[src/rtl/reg_dest_select_pipe.sv]
// reg_dest_select_pipe: picks the write destination (rt, rd or LINK_REG) in ID
// and carries it plus its write-valid through DEPTH stages (stage 0 = EX,
// stage DEPTH-1 = WB). Stage 0 holds on stall and a bubble enters stage 1;
// flush kills the instruction entering stage 0 and overrides stall.
// DEPTH legal range is 2..8.
// Optional feature macro: REG_DEST_FWD_MATCH_EN adds src_a/src_b inputs and
// per-stage match_a/match_b hit vectors for the forwarding unit.

// One pipeline slot: hold keeps contents, bubble loads an empty entry,
// otherwise the slot loads d_*.
module reg_dest_stage #(
  parameter int ADDR_W = 5
) (
  input  logic              clk,
  input  logic              rst_n,
  input  logic              hold,
  input  logic              bubble,
  input  logic [ADDR_W-1:0] d_addr,
  input  logic              d_vld,
  output logic [ADDR_W-1:0] q_addr,
  output logic              q_vld
);

  // Slot register: hold has priority over bubble, bubble over load.
  always_ff @(posedge clk or negedge rst_n) begin
    if (!rst_n) begin
      q_addr <= '0;
      q_vld  <= 1'b0;
    end else if (hold) begin
      q_addr <= q_addr;
      q_vld  <= q_vld;
    end else if (bubble) begin
      q_addr <= '0;
      q_vld  <= 1'b0;
    end else begin
      q_addr <= d_addr;
      q_vld  <= d_vld;
    end
  end

endmodule

module reg_dest_select_pipe #(
  parameter int ADDR_W   = 5,
  parameter int LINK_REG = 31,
  parameter int DEPTH    = 3
) (
  input  logic                    clk,
  input  logic                    rst_n,
  input  logic [ADDR_W-1:0]       id_rt,
  input  logic [ADDR_W-1:0]       id_rd,
  input  logic [1:0]              id_dst_sel,
  input  logic                    id_reg_write,
  input  logic                    stall,
  input  logic                    flush,
  output logic [DEPTH*ADDR_W-1:0] stg_addr,
  output logic [DEPTH-1:0]        stg_vld,
  output logic [ADDR_W-1:0]       wb_addr,
  output logic                    wb_we
`ifdef REG_DEST_FWD_MATCH_EN
  ,
  input  logic [ADDR_W-1:0]       src_a,
  input  logic [ADDR_W-1:0]       src_b,
  output logic [DEPTH-1:0]        match_a,
  output logic [DEPTH-1:0]        match_b
`endif
);

  localparam logic [ADDR_W-1:0] LINK = ADDR_W'(LINK_REG);

  logic [ADDR_W-1:0]             sel;
  logic                          nv;
  logic                          stall_eff;
  logic [DEPTH-1:0]              hold_v;
  logic [DEPTH-1:0]              bub_v;
  logic [DEPTH-1:0][ADDR_W-1:0]  d_addr;
  logic [DEPTH-1:0]              d_vld;
  logic [DEPTH-1:0][ADDR_W-1:0]  q_addr;
  logic [DEPTH-1:0]              vld_pipe;

  // Destination select in ID; code 11 is reserved and falls back to rt.
  always_comb begin
    sel = id_rt;
    case (id_dst_sel)
      2'b01:   sel = id_rd;
      2'b10:   sel = LINK;
      default: sel = id_rt;
    endcase
  end

  // Register 0 is hardwired, so a write to it is carried but never enabled.
  assign nv        = id_reg_write && (sel != '0);
  // Flush wins over stall: a flushed cycle advances the pipe normally.
  assign stall_eff = stall && !flush;

  genvar k;
  generate
    for (k = 0; k < DEPTH; k++) begin : g_stg
      if (k == 0) begin : g_ex
        // Stage 0 captures the ID selection; flush stores it as invalid.
        assign hold_v[k] = stall_eff;
        assign bub_v[k]  = 1'b0;
        assign d_addr[k] = sel;
        assign d_vld[k]  = nv && !flush;
      end else if (k == 1) begin : g_mem
        // Stage 1 takes a bubble while stage 0 is held.
        assign hold_v[k] = 1'b0;
        assign bub_v[k]  = stall_eff;
        assign d_addr[k] = q_addr[k-1];
        assign d_vld[k]  = vld_pipe[k-1];
      end else begin : g_tail
        // Later stages always drain; stall never freezes them.
        assign hold_v[k] = 1'b0;
        assign bub_v[k]  = 1'b0;
        assign d_addr[k] = q_addr[k-1];
        assign d_vld[k]  = vld_pipe[k-1];
      end

      reg_dest_stage #(.ADDR_W(ADDR_W)) u_stage (
        .clk    (clk),
        .rst_n  (rst_n),
        .hold   (hold_v[k]),
        .bubble (bub_v[k]),
        .d_addr (d_addr[k]),
        .d_vld  (d_vld[k]),
        .q_addr (q_addr[k]),
        .q_vld  (vld_pipe[k])
      );

      assign stg_addr[k*ADDR_W +: ADDR_W] = q_addr[k];

`ifdef REG_DEST_FWD_MATCH_EN
      // Hit when a live stage writes the register ID is about to read.
      assign match_a[k] = vld_pipe[k] && (q_addr[k] == src_a) && (src_a != '0);
      assign match_b[k] = vld_pipe[k] && (q_addr[k] == src_b) && (src_b != '0);
`endif
    end
  endgenerate

  assign stg_vld = vld_pipe;
  assign wb_addr = q_addr[DEPTH-1];
  assign wb_we   = vld_pipe[DEPTH-1];

endmodule

[config.mk]
export PLATFORM = sky130hd
export DESIGN_NAME = reg_dest_select_pipe
export DESIGN_NICKNAME = d
export VERILOG_FILES = /design/src/rtl/reg_dest_select_pipe.sv
export SDC_FILE = /design/constraint.sdc
export NUM_CORES = 1
export LEC_CHECK = 0
export BUFFER_PORTS_ARGS = -buffer_cell sky130_fd_sc_hd__buf_2
export CORE_MARGIN = 1
export CORE_UTILIZATION = 49
export CTS_BUF_LIST = sky130_fd_sc_hd__clkbuf_4
export DETAILED_ROUTE_END_ITERATION = 6
export PLACE_DENSITY = 0.95
export SYNTH_ARGS = -nofsm -noshare
export SYNTH_HDL_FRONTEND = slang
export SYNTH_SLANG_ARGS = --single-unit
[constraint.sdc]
create_clock -name clk -period 1.3 [get_ports clk]
set_input_delay 0.325 -clock clk [delete_from_list [all_inputs] [get_ports clk]]
set_output_delay 0.325 -clock clk [all_outputs]
set_load 0.03 [all_outputs]
==> qor.csv <==
stage;metric;value;unit
pwr;Power Density;1350;mW/mm2
cells_and_area;Layout fillers;103;
cells_and_area;Layout area overhead;34.8;%
min_path;Hold Crit Class;primary input to flop;
cells_and_area;post-route cell area;0.00104;mm2
clock_network;CTS buffer count;3;
floorplanning;Starting Density;0.558;
global_routing;vias in the first global route;559;
global_routing;Total GRT Usage;0.175;
detailed_routing;Antenna Nets Post-Route;0;
clock_network;htree depth;1;
global_routing;Overflow after GRT;0;
timing;# setup viols final;0;
placed_design;IO Port Bufs;40;
global_routing;largest net degree at the start of global routing;19;
floorplanning;row count;13;
floorplanning;Core Area;0.00138;mm2
logic_synthesis;area share of the largest cell type after synthesis;0.583;
timing;minimum clock period;1.23;ns
pwr;Max VDD drop;675;uV
logic_synthesis;top post-synthesis cells by area;dfrtp_1 (58%), nor2b_1 (9.7%), buf_4 (7.8%);
timing;relative slew slack;0.754;
setup_path;Worst Path Required;1.46;ns
cells_and_area;post-layout util;0.753;
cells_and_area;most frequent cells in the layout;buf_2 (40), dfrtp_1 (18), nor2b_1 (9);
placed_design;DP HPWL;1060;um
detailed_routing;via/cell ratio;5.03;
logic_synthesis;sequential share of the synthesized area;0.583;
job;Max-Cap Viols;0;
floorplanning;number of top-level pins;41;
timing;Worst-Margin Slew;0.370;ns
timing;unrepaired setup endpoints after global routing;yes;
timing;Final WS setup;0.0658;ns
logic_synthesis;Yosys Warn Count;0;
cells_and_area;diodes inserted;0;
floorplanning;Die X;41.7;um
logic_synthesis;Cell variety after synth;16;
clock_network;CTS tree;yes;
pwr;LEAKAGE;0.546;nW
clock_network;clock root cell;clkbuf_4;
logic_synthesis;syn_nets;84;
timing;max-slew violation count;0;
status;status;finished clean;
logic_synthesis;synthesized area;772;um2
setup_path;Worst setup SP type;primary input;
floorplanning;die area;0.00174;mm2
timing;final hold violations;0;
pwr;total power;1.40;mW
timing;Max Freq;0.810;GHz
logic_synthesis;Mapped Avg Cell Area;11.9;um2
clock_network;clock latency on the worst-skew pair;0.27;ns
timing;final hold slack;0.199;ns
setup_path;Setup crit end kind;flop;
timing;clk_skew;0.00172;ns
placed_design;GPL Wtd Cong;0.684;
cells_and_area;layout cell share with drive strength beyond 1;0.600;
logic_synthesis;number of synthesized register bits;18;
detailed_routing;via count;604;
clock_network;clk buf depth;2;
detailed_routing;DR WL/cell;11.2;um
cells_and_area;commonest non-fill, non-tap cell in the layout;buf_2;
global_routing;first-pass GRT wire length;2280;um
global_routing;initial antenna violation count;0;
floorplanning;Die Ht;41.7;um
detailed_routing;DRC viols;0;
detailed_routing;initial DRC count;4;
setup_path;crit path DAT;1.39;ns
clock_network;Reg clk slew, reported paths;0.09;ns
logic_synthesis;leading area contributor after synthesis;dfrtp_1;
detailed_routing;drt total wl;1350;um
placed_design;pre-CTS WS;-0.419;ns
clock_network;postcts setup bufs;0;
setup_path;CP Max Fanout;9;
timing;final critical-path share of the clock period;0.949;
logic_synthesis;synthesized netlist cell count;65;
cells_and_area;number of nets in the layout;125;
setup_path;CP Class;primary input to flop;
placed_design;dpl cell area;971;um2
detailed_routing;first-pass detailed-route iteration total;3;
clock_network;Clock Sinks;18;
per-stage QoR:
step | TNS, ns | instances
after floorplan | -0.185 | 65
after global routing | -0.0265 | 120
after detailed placement | -1.38 | 115
after global placement | -1.04 | 115
final | 0 | 120
after CTS | 0 | 120
layout make-up:
class / count / area (um2) / area share
sequential: 18 / 450 / 0.433
multi-input combinational: 35 / 290 / 0.279
timing repair buffer: 46 / 248 / 0.238
clock buffer: 3 / 22.5 / 0.0216
tap: 15 / 18.8 / 0.0180
inverter: 2 / 7.51 / 0.00721
clock inverter: 1 / 3.75 / 0.00361
kinds of logic (layout without fill, tap and decap cells):
logic type	Yosys count	count (layout)	share of synthesized area
and+or+nand+nor	19	19	0.131
muxes	3	3	0.0438
buffers and inverters	12	52	0.109
DFF	18	18	0.583
adders and majority gates	2	2	0.0324
AOI/OAI and AO/OA	11	11	0.100
cell usage after synthesis:
cell type  instances
buf_4              8
o22ai_1            1
dfrtp_1           18
o31ai_1            2
nor2_1             1
nor2b_1           12
ha_1               2
inv_1              2
o41ai_2            1
a21oi_1            4
buf_6              1
nand2_1            6
mux2_2             3
a211oi_1           2
buf_2              1
o21ai_1            1
state kept, by name (all words and copies together) (netlist names):
| signal | flops |
|---|---|
| g_stg.u_stage.q_addr | 15 |
| g_stg.u_stage.q_vld | 3 |
critical path, cell delays in order:
cell and delay, ns:
buf_2 0.10, inv_2 0.05, ha_4 0.31, nor2b_4 0.15
a21oi_2 0.04, o41ai_2 0.32, a21oi_1 0.10
where the power goes:
part / switching (mW) / total (mW) / internal [mW]
logic: 0.312 / 0.478 / 0.167
registers: 0.0372 / 0.668 / 0.631
clock network: 0.146 / 0.257 / 0.111
total: 0.495 / 1.40 / 0.908
routing by layer:
layer	GRT usage	routed length, um	up-vias
met4	0.0968	21	0
met5	0	0	-
met2	0.328	719	37
met1	0.187	516	278
met3	0.0217	90	2
li1	-	-	287
repair_timing:
action / 4_1_cts / 5_1_grt
hold endpoints to repair: 18 / 0
pin swaps: 0 / 1
hold buffers: 1 / 0
resized for setup: 3 / 5
endpoints found under the setup margin: 1 / 1
final timing paths:
| check | start | endpoint | slack (ns) | cells past startpoint |
|---|---|---|---|---|
| worst max-delay path | id_dst_sel[0] | g_stg[0].u_stage.q_vld$_DFFE_PN0N_ | 0.07 | 7 |
| worst min register to register | g_stg[1].u_stage.q_addr[4]$_DFF_PN0_ | g_stg[2].u_stage.q_addr[4]$_DFF_PN0_ | 0.38 | 0 |
| worst max register to register | g_stg[0].u_stage.q_addr[1]$_DFFE_PN0N_ | g_stg[0].u_stage.q_addr[1]$_DFFE_PN0N_ | 0.53 | 1 |
| min in group asynchronous | rst_n | g_stg[1].u_stage.q_addr[1]$_DFF_PN0_ | 0.49 | 2 |
| worst min-delay path | flush | g_stg[0].u_stage.q_vld$_DFFE_PN0N_ | 0.20 | 2 |
| max in group asynchronous | rst_n | g_stg[0].u_stage.q_addr[0]$_DFFE_PN0N_ | 0.55 | 2 |
Note: power is estimated with default switching activity, not from simulation.
